===== config.mk =====
export PLATFORM = sky130hd
export DESIGN_NAME = mem_arbiter
export DESIGN_NICKNAME = d
export VERILOG_FILES = /design/src/rtl/mem_arb_pkg.sv /design/src/rtl/mem_arb_ret_pipe.sv /design/src/rtl/mem_arbiter.sv
export SDC_FILE = /design/constraint.sdc
export NUM_CORES = 1
export LEC_CHECK = 0
export ABC_AREA = 1
export CORE_MARGIN = 2
export CORE_UTILIZATION = 38
export CTS_BUF_LIST = sky130_fd_sc_hd__clkbuf_8
export DETAILED_ROUTE_END_ITERATION = 7
export PLACE_DENSITY = 0.78
export SYNTH_ARGS = -nofsm -noshare
export SYNTH_HDL_FRONTEND = slang
export SYNTH_SLANG_ARGS = --single-unit

===== constraint.sdc =====
create_clock -name clk -period 1.1 [get_ports clk]
set_input_delay 0.22 -clock clk [delete_from_list [all_inputs] [get_ports clk]]
set_output_delay 0.22 -clock clk [all_outputs]
set_load 0.05 [all_outputs]

===== src/rtl/mem_arb_pkg.sv =====
// Shared types for the memory arbiter: FSM state encoding, owner codes and
// the return-path tag carried alongside each granted command.
package mem_arb_pkg;

    typedef enum logic [1:0] {
        ST_IDLE       = 2'd0,
        ST_CORE       = 2'd1,
        ST_EXT        = 2'd2,
        ST_EXT_LOCKED = 2'd3
    } state_t;

    typedef enum logic [1:0] {
        OWN_NONE = 2'd0,
        OWN_CORE = 2'd1,
        OWN_EXT  = 2'd2
    } owner_t;

    typedef struct packed {
        owner_t owner;
        logic   is_read;
    } ret_tag_t;

    localparam ret_tag_t TAG_NONE = '{owner: OWN_NONE, is_read: 1'b0};

endpackage


===== src/rtl/mem_arb_ret_pipe.sv =====
// Return path: two-stage tag pipeline tracking the owner of each read, then
// steering the RAM read data to that owner with a one-cycle rvalid.
module mem_arb_ret_pipe
    import mem_arb_pkg::*;
#(
    parameter int DATA_WIDTH = 8
) (
    input  logic                  clk,
    input  logic                  arst,
    input  ret_tag_t              i_tag,
    input  logic [DATA_WIDTH-1:0] i_ram_rdata,
    output logic [DATA_WIDTH-1:0] o_core_rdata,
    output logic                  o_core_rvalid,
    output logic [DATA_WIDTH-1:0] o_ext_rdata,
    output logic                  o_ext_rvalid
);

    ret_tag_t              r_tag_s1;
    ret_tag_t              r_tag_s2;
    logic                  r_core_rvalid;
    logic                  r_ext_rvalid;
    logic [DATA_WIDTH-1:0] r_core_rdata;
    logic [DATA_WIDTH-1:0] r_ext_rdata;
    logic                  w_core_ret;
    logic                  w_ext_ret;

    // Stage 2 lines up with the cycle in which the RAM presents read data.
    assign w_core_ret = r_tag_s2.is_read && (r_tag_s2.owner == OWN_CORE);
    assign w_ext_ret  = r_tag_s2.is_read && (r_tag_s2.owner == OWN_EXT);

    always_ff @(posedge clk) begin
        if (arst) begin
            r_tag_s1      <= TAG_NONE;
            r_tag_s2      <= TAG_NONE;
            r_core_rvalid <= 1'b0;
            r_ext_rvalid  <= 1'b0;
            r_core_rdata  <= '0;
            r_ext_rdata   <= '0;
        end else begin
            r_tag_s1      <= i_tag;
            r_tag_s2      <= r_tag_s1;
            r_core_rvalid <= w_core_ret;
            r_ext_rvalid  <= w_ext_ret;
            if (w_core_ret) r_core_rdata <= i_ram_rdata;
            if (w_ext_ret)  r_ext_rdata  <= i_ram_rdata;
        end
    end

    assign o_core_rdata  = r_core_rdata;
    assign o_core_rvalid = r_core_rvalid;
    assign o_ext_rdata   = r_ext_rdata;
    assign o_ext_rvalid  = r_ext_rvalid;

endmodule


===== src/rtl/mem_arbiter.sv =====
// Two-port arbiter (core, external) in front of a single-port synchronous RAM.
// Define MEM_ARB_STARVE_EN to force an ext grant after STARVE_LIMIT waits.
module mem_arbiter
    import mem_arb_pkg::*;
#(
    parameter int ADDR_WIDTH   = 8,
    parameter int DATA_WIDTH   = 8,
    parameter int STARVE_LIMIT = 4
) (
    input  logic                  clk,
    input  logic                  arst,
    input  logic                  core_req,
    input  logic                  core_we,
    input  logic [ADDR_WIDTH-1:0] core_addr,
    input  logic [DATA_WIDTH-1:0] core_wdata,
    output logic                  core_gnt,
    output logic [DATA_WIDTH-1:0] core_rdata,
    output logic                  core_rvalid,
    input  logic                  ext_req,
    input  logic                  ext_we,
    input  logic [ADDR_WIDTH-1:0] ext_addr,
    input  logic [DATA_WIDTH-1:0] ext_wdata,
    input  logic                  ext_lock,
    output logic                  ext_gnt,
    output logic [DATA_WIDTH-1:0] ext_rdata,
    output logic                  ext_rvalid,
    output logic [ADDR_WIDTH-1:0] ram_addr,
    output logic [DATA_WIDTH-1:0] ram_wdata,
    output logic                  ram_we,
    input  logic [DATA_WIDTH-1:0] ram_rdata
);

    if (STARVE_LIMIT < 1) begin : g_bad_starve_limit
        $error("mem_arbiter: STARVE_LIMIT must be at least 1");
    end

    state_t                r_state;
    state_t                w_state_nxt;
    logic                  w_core_gnt;
    logic                  w_ext_gnt;
    logic                  w_starve;
    ret_tag_t              w_tag;
    logic [ADDR_WIDTH-1:0] r_ram_addr;
    logic [DATA_WIDTH-1:0] r_ram_wdata;
    logic                  r_ram_we;

`ifdef MEM_ARB_STARVE_EN
    localparam int CNT_W = $clog2(STARVE_LIMIT + 1);
    logic [CNT_W-1:0] r_starve_cnt;

    always_ff @(posedge clk) begin
        if (arst || w_ext_gnt)
            r_starve_cnt <= '0;
        else if (ext_req && (r_starve_cnt != CNT_W'(STARVE_LIMIT)))
            r_starve_cnt <= r_starve_cnt + 1'b1;
    end

    assign w_starve = (r_starve_cnt == CNT_W'(STARVE_LIMIT));
`else
    assign w_starve = 1'b0;
`endif

    always_ff @(posedge clk) begin
        if (arst) r_state <= ST_IDLE;
        else      r_state <= w_state_nxt;
    end

    always_comb begin
        w_state_nxt = r_state;
        case (r_state)
            ST_EXT_LOCKED: if (!ext_lock) w_state_nxt = ST_IDLE;
            default: begin
                if (w_core_gnt)     w_state_nxt = ST_CORE;
                else if (w_ext_gnt) w_state_nxt = ext_lock ? ST_EXT_LOCKED : ST_EXT;
                else                w_state_nxt = ST_IDLE;
            end
        endcase
    end

    // Grants are combinational so a request can transfer in the cycle it appears.
    always_comb begin
        w_core_gnt = 1'b0;
        w_ext_gnt  = 1'b0;
        if (!arst) begin
            case (r_state)
                ST_EXT_LOCKED: w_ext_gnt = ext_req;
                default: begin
                    if (w_starve && ext_req) begin
                        w_ext_gnt = 1'b1;
                    end else begin
                        w_core_gnt = core_req;
                        w_ext_gnt  = ext_req && !core_req;
                    end
                end
            endcase
        end
    end

    always_comb begin
        w_tag         = TAG_NONE;
        if (w_core_gnt) begin
            w_tag.owner   = OWN_CORE;
            w_tag.is_read = !core_we;
        end else if (w_ext_gnt) begin
            w_tag.owner   = OWN_EXT;
            w_tag.is_read = !ext_we;
        end
    end

    always_ff @(posedge clk) begin
        if (arst) begin
            r_ram_addr  <= '0;
            r_ram_wdata <= '0;
            r_ram_we    <= 1'b0;
        end else begin
            r_ram_we <= (w_core_gnt && core_we) || (w_ext_gnt && ext_we);
            if (w_core_gnt) begin
                r_ram_addr  <= core_addr;
                r_ram_wdata <= core_wdata;
            end else if (w_ext_gnt) begin
                r_ram_addr  <= ext_addr;
                r_ram_wdata <= ext_wdata;
            end
        end
    end

    mem_arb_ret_pipe #(
        .DATA_WIDTH (DATA_WIDTH)
    ) u_ret_pipe (
        .clk           (clk),
        .arst          (arst),
        .i_tag         (w_tag),
        .i_ram_rdata   (ram_rdata),
        .o_core_rdata  (core_rdata),
        .o_core_rvalid (core_rvalid),
        .o_ext_rdata   (ext_rdata),
        .o_ext_rvalid  (ext_rvalid)
    );

    assign core_gnt  = w_core_gnt;
    assign ext_gnt   = w_ext_gnt;
    assign ram_addr  = r_ram_addr;
    assign ram_wdata = r_ram_wdata;
    assign ram_we    = r_ram_we;

endmodule


==> results of run 1 <==
registers in the layout (all words and copies together) (netlist names):
name	flops
u_ret_pipe.o_ext_rdata	8
u_ret_pipe.r_tag_s2	3
u_ret_pipe.o_ext_rvalid	1
ram_addr	8
u_ret_pipe.o_core_rdata	8
u_ret_pipe.r_tag_s1	3
ram_we	1
r_state	2
ram_wdata	8
u_ret_pipe.o_core_rvalid	1
cell type report:
type | count | area, sq um
clock buffers | 7 | 96.34
clock inverters | 1 | 7.507
fillers | 277 | 1049
inverters | 18 | 80.08
multi-input cells | 167 | 930.9
flip-flops and latches | 43 | 880.8
well taps | 54 | 67.56
repair buffers | 115 | 1518
repair_timing:
action / CTS / global route
gates cloned: 0 / 1
buffers inserted: 10 / 1
gates resized for setup: 36 / 63
endpoints found under the hold margin: 0 / 0
hold buffers: 0 / 0
pin swaps: 7 / 22
endpoints found under the setup margin: 36 / 34
per-layer routing:
metal	wire, microns	up-vias	global-route usage, %	part of all wire [%]
met2	3087	95	39.09	51
li1	-	986	-	-
met5	0	-	0	0
met3	474	11	7.182	7.8
met4	110	0	4.115	1.8
met1	2402	936	25.13	40
power breakdown:
part	switching, mW	leakage [nW]	internal (mW)	total, mW
clock	0.560	0.0505	0.572	1.13
combinational	0.543	1.16	0.567	1.11
sequential	0.0817	0.357	1.64	1.72
Yosys cell counts (all sizes together):
cell and number:
a21oi 2, buf 11, clkbuf 3, dfxtp 43, inv 18, nand2 41
nand3 5, nand4 15, nor2 71, o21ai 32, o22ai 1
placed cells by master (no fill, tap or decap):
master,Yosys,final
clkinvlp_4,0,3
dfxtp_2,0,16
nand2_2,0,15
nand4_1,15,15
dfxtp_1,43,27
o21ai_2,1,7
buf_8,1,5
clkbuf_8,0,7
nand2_1,39,18
inv_2,3,3
nand2_4,1,6
o21ai_0,28,17
nor2_2,0,9
inv_4,1,2
nand3_4,1,1
inv_1,14,11
buf_4,1,20
nor2_1,71,59
buf_12,0,37
nand3_2,0,1
nand2_8,1,2
clkbuf_16,0,1
dlygate4sd2_1,0,1
nand3_1,4,3
a21oi_1,2,2
clkdlybuf4s50_1,0,43
clkdlybuf4s15_1,0,2
buf_6,5,6
nor2_4,0,3
o21ai_4,0,1
o21ai_1,3,7
o22ai_1,1,1
cell families (layout without fill, tap and decap cells):
kind of cell           after synthesis  count (layout)  synth area share [%]
AND/OR/NAND/NOR                    132             132                 32.03
buffers and inverters               32             141                 10.03
flip-flops                          43              43                 47.91
AO/OA/AOI/OAI                       35              35                 10.03
worst max-delay path: cells and delay by family, from the launching register on:
family                 cells  cell delay (ns)
buffers and inverters      2             0.27
flip-flops                 1             0.33
AND/OR/NAND/NOR            3             0.23
how the worst max path moves through the flow:
stage	depth (start not counted)	startpoint	end	slack [ns]
global route	5	r_state[1]	ext_gnt	-0.28
detailed placement	8	arst	ram_addr[3]	-0.51
finish	5	r_state[1]	ext_gnt	-0.24
CTS	5	r_state[0]	ext_gnt	-0.22
floorplan	8	r_state[1]	ram_addr[2]	-0.10
global placement	6	core_req	ext_gnt	-0.49
stage by stage:
stage	cell area [sq um]	setup WS [ns]	hold slack, ns
3_5_place_dp	3139	-0.5102	0.3952
5_1_grt	3581	-0.2842	0.4211
3_3_place_gp	3139	-0.4856	0.3938
2_1_floorplan	1844	-0.1001	0.3190
6_report	3581	-0.2404	0.4046
4_1_cts	3392	-0.2212	0.4064
==> impl_metrics.ini, run 1 <==
[finish]
final_layout_size_suffix_gt1_share_pct = 41.31
nets = 397
num_antenna_cells = 0
area_growth_pct = 99.30
utilization_pct = 77.35
stdcell_count = 405

[critical_path]
reg2reg_slack_ns = -0.16
critPathLaunchType = register
timing.critical_path.mode_cell = nand2_4
critPathMaxFanout = 3
critPathCaptureType = primary output
reg2reg_to = ram_addr[1]
critPathKind = register to primary output
r2r-start = r_state[1]
crit_path_max_incr_delay_ns = 0.33
slowest_stage = dfxtp_2
cp.arrival_ns = 1.12
reg2regPathDepth = 8
required_ns = 0.88
path_cells = nand2_4 -> nand2_4 -> nand2_4 -> clkinvlp_4 -> buf_12

[global_route]
grt_pass1_wl_microns = 8956
first_global_vias = 1936
grt_overflow = 0
track_usage_pct = 21.70
grt_max_degree = 29
antenna_found_initial = 0

[timing]
clock_skew_ns = 0.008272
worstMarginPinSlew_ns = 0.2675
rsz0062_at_grt = yes
slew_headroom_pct = 82.17
setup_ws_ns = -0.2404
finalCritPeriodShare_pct = 121.9
hold_viol_final = 0
drv_slew = 0
fmax_ghz = 0.7461
final-setup-viol-count = 19
fin_crit_ns = 1.340
final.setup.tns_ns = -1.805

[route]
drc = 0
first_pass_iters = 4
wl_microns = 6073
wl_per_cell_microns = 15.00
vias = 2028
antenna_left = 0
via_per_inst = 5.007
drt_iter0_markers = 123

[synth]
synth_nets = 289
netlist_instances = 242
yosys.area.top_type = dfxtp_1
synth_top_area_share_pct = 47.91
ys_warn_count = 0
synth_area_leaders = dfxtp_1 (48%), nor2_1 (15%), nand2_1 (8.1%), o21ai_0 (7.8%), nand4_1 (5.2%)
synth.distinct_cells = 21
synth_area_per_cell_sq_um = 7.424
syn-cell-area_sq_um = 1797
synth.yosys.seq_area_share_pct = 47.91
ys_ff_latch = 43

[cts]
cts.path.max_buffers = 2
clk_transition_reported_paths_ns = 0.08
cts_buffers = 5
clkSinkCount = 43
htreeDepth = 2
cts_tree = done
clk_latency_ns = 0.30
cts_root_buffer = clkbuf_8

[run_status]
violations = setup timing
status = finished, violations left

[die]
die-area_sq_um = 5294
io_pins = 84
fp.dieH_microns = 72.76
core-area_sq_um = 4629
core.rowCount = 25
die_x_microns = 72.76
initial_core_util_pct = 38.81

[power_and_ir_drop]
power_mw = 3.960
power.leakage_nw = 1.571
ir_drop_mv = 0.9229
powerDensity_nw_per_um2 = 1106

[placed_design]
dp_hpwl_microns = 3843
port_buffers = 83
place.gp.congestion = 0.8114
dpl.cell_count = 386

[min_path]
hold_class = input port to register
hold_depth = 5
worstHoldStart = ext_req
holdPathEnd = r_state[0]

[flow_run]
cap_viol_max_count = 0
Power figures use the tool's default switching activity.
==> run 2: changes to the inputs <==
- CAP_MARGIN: unset -> 0
==> results of run 2 <==
No change in the layout: final DEF, timing and power equal those of run 1.
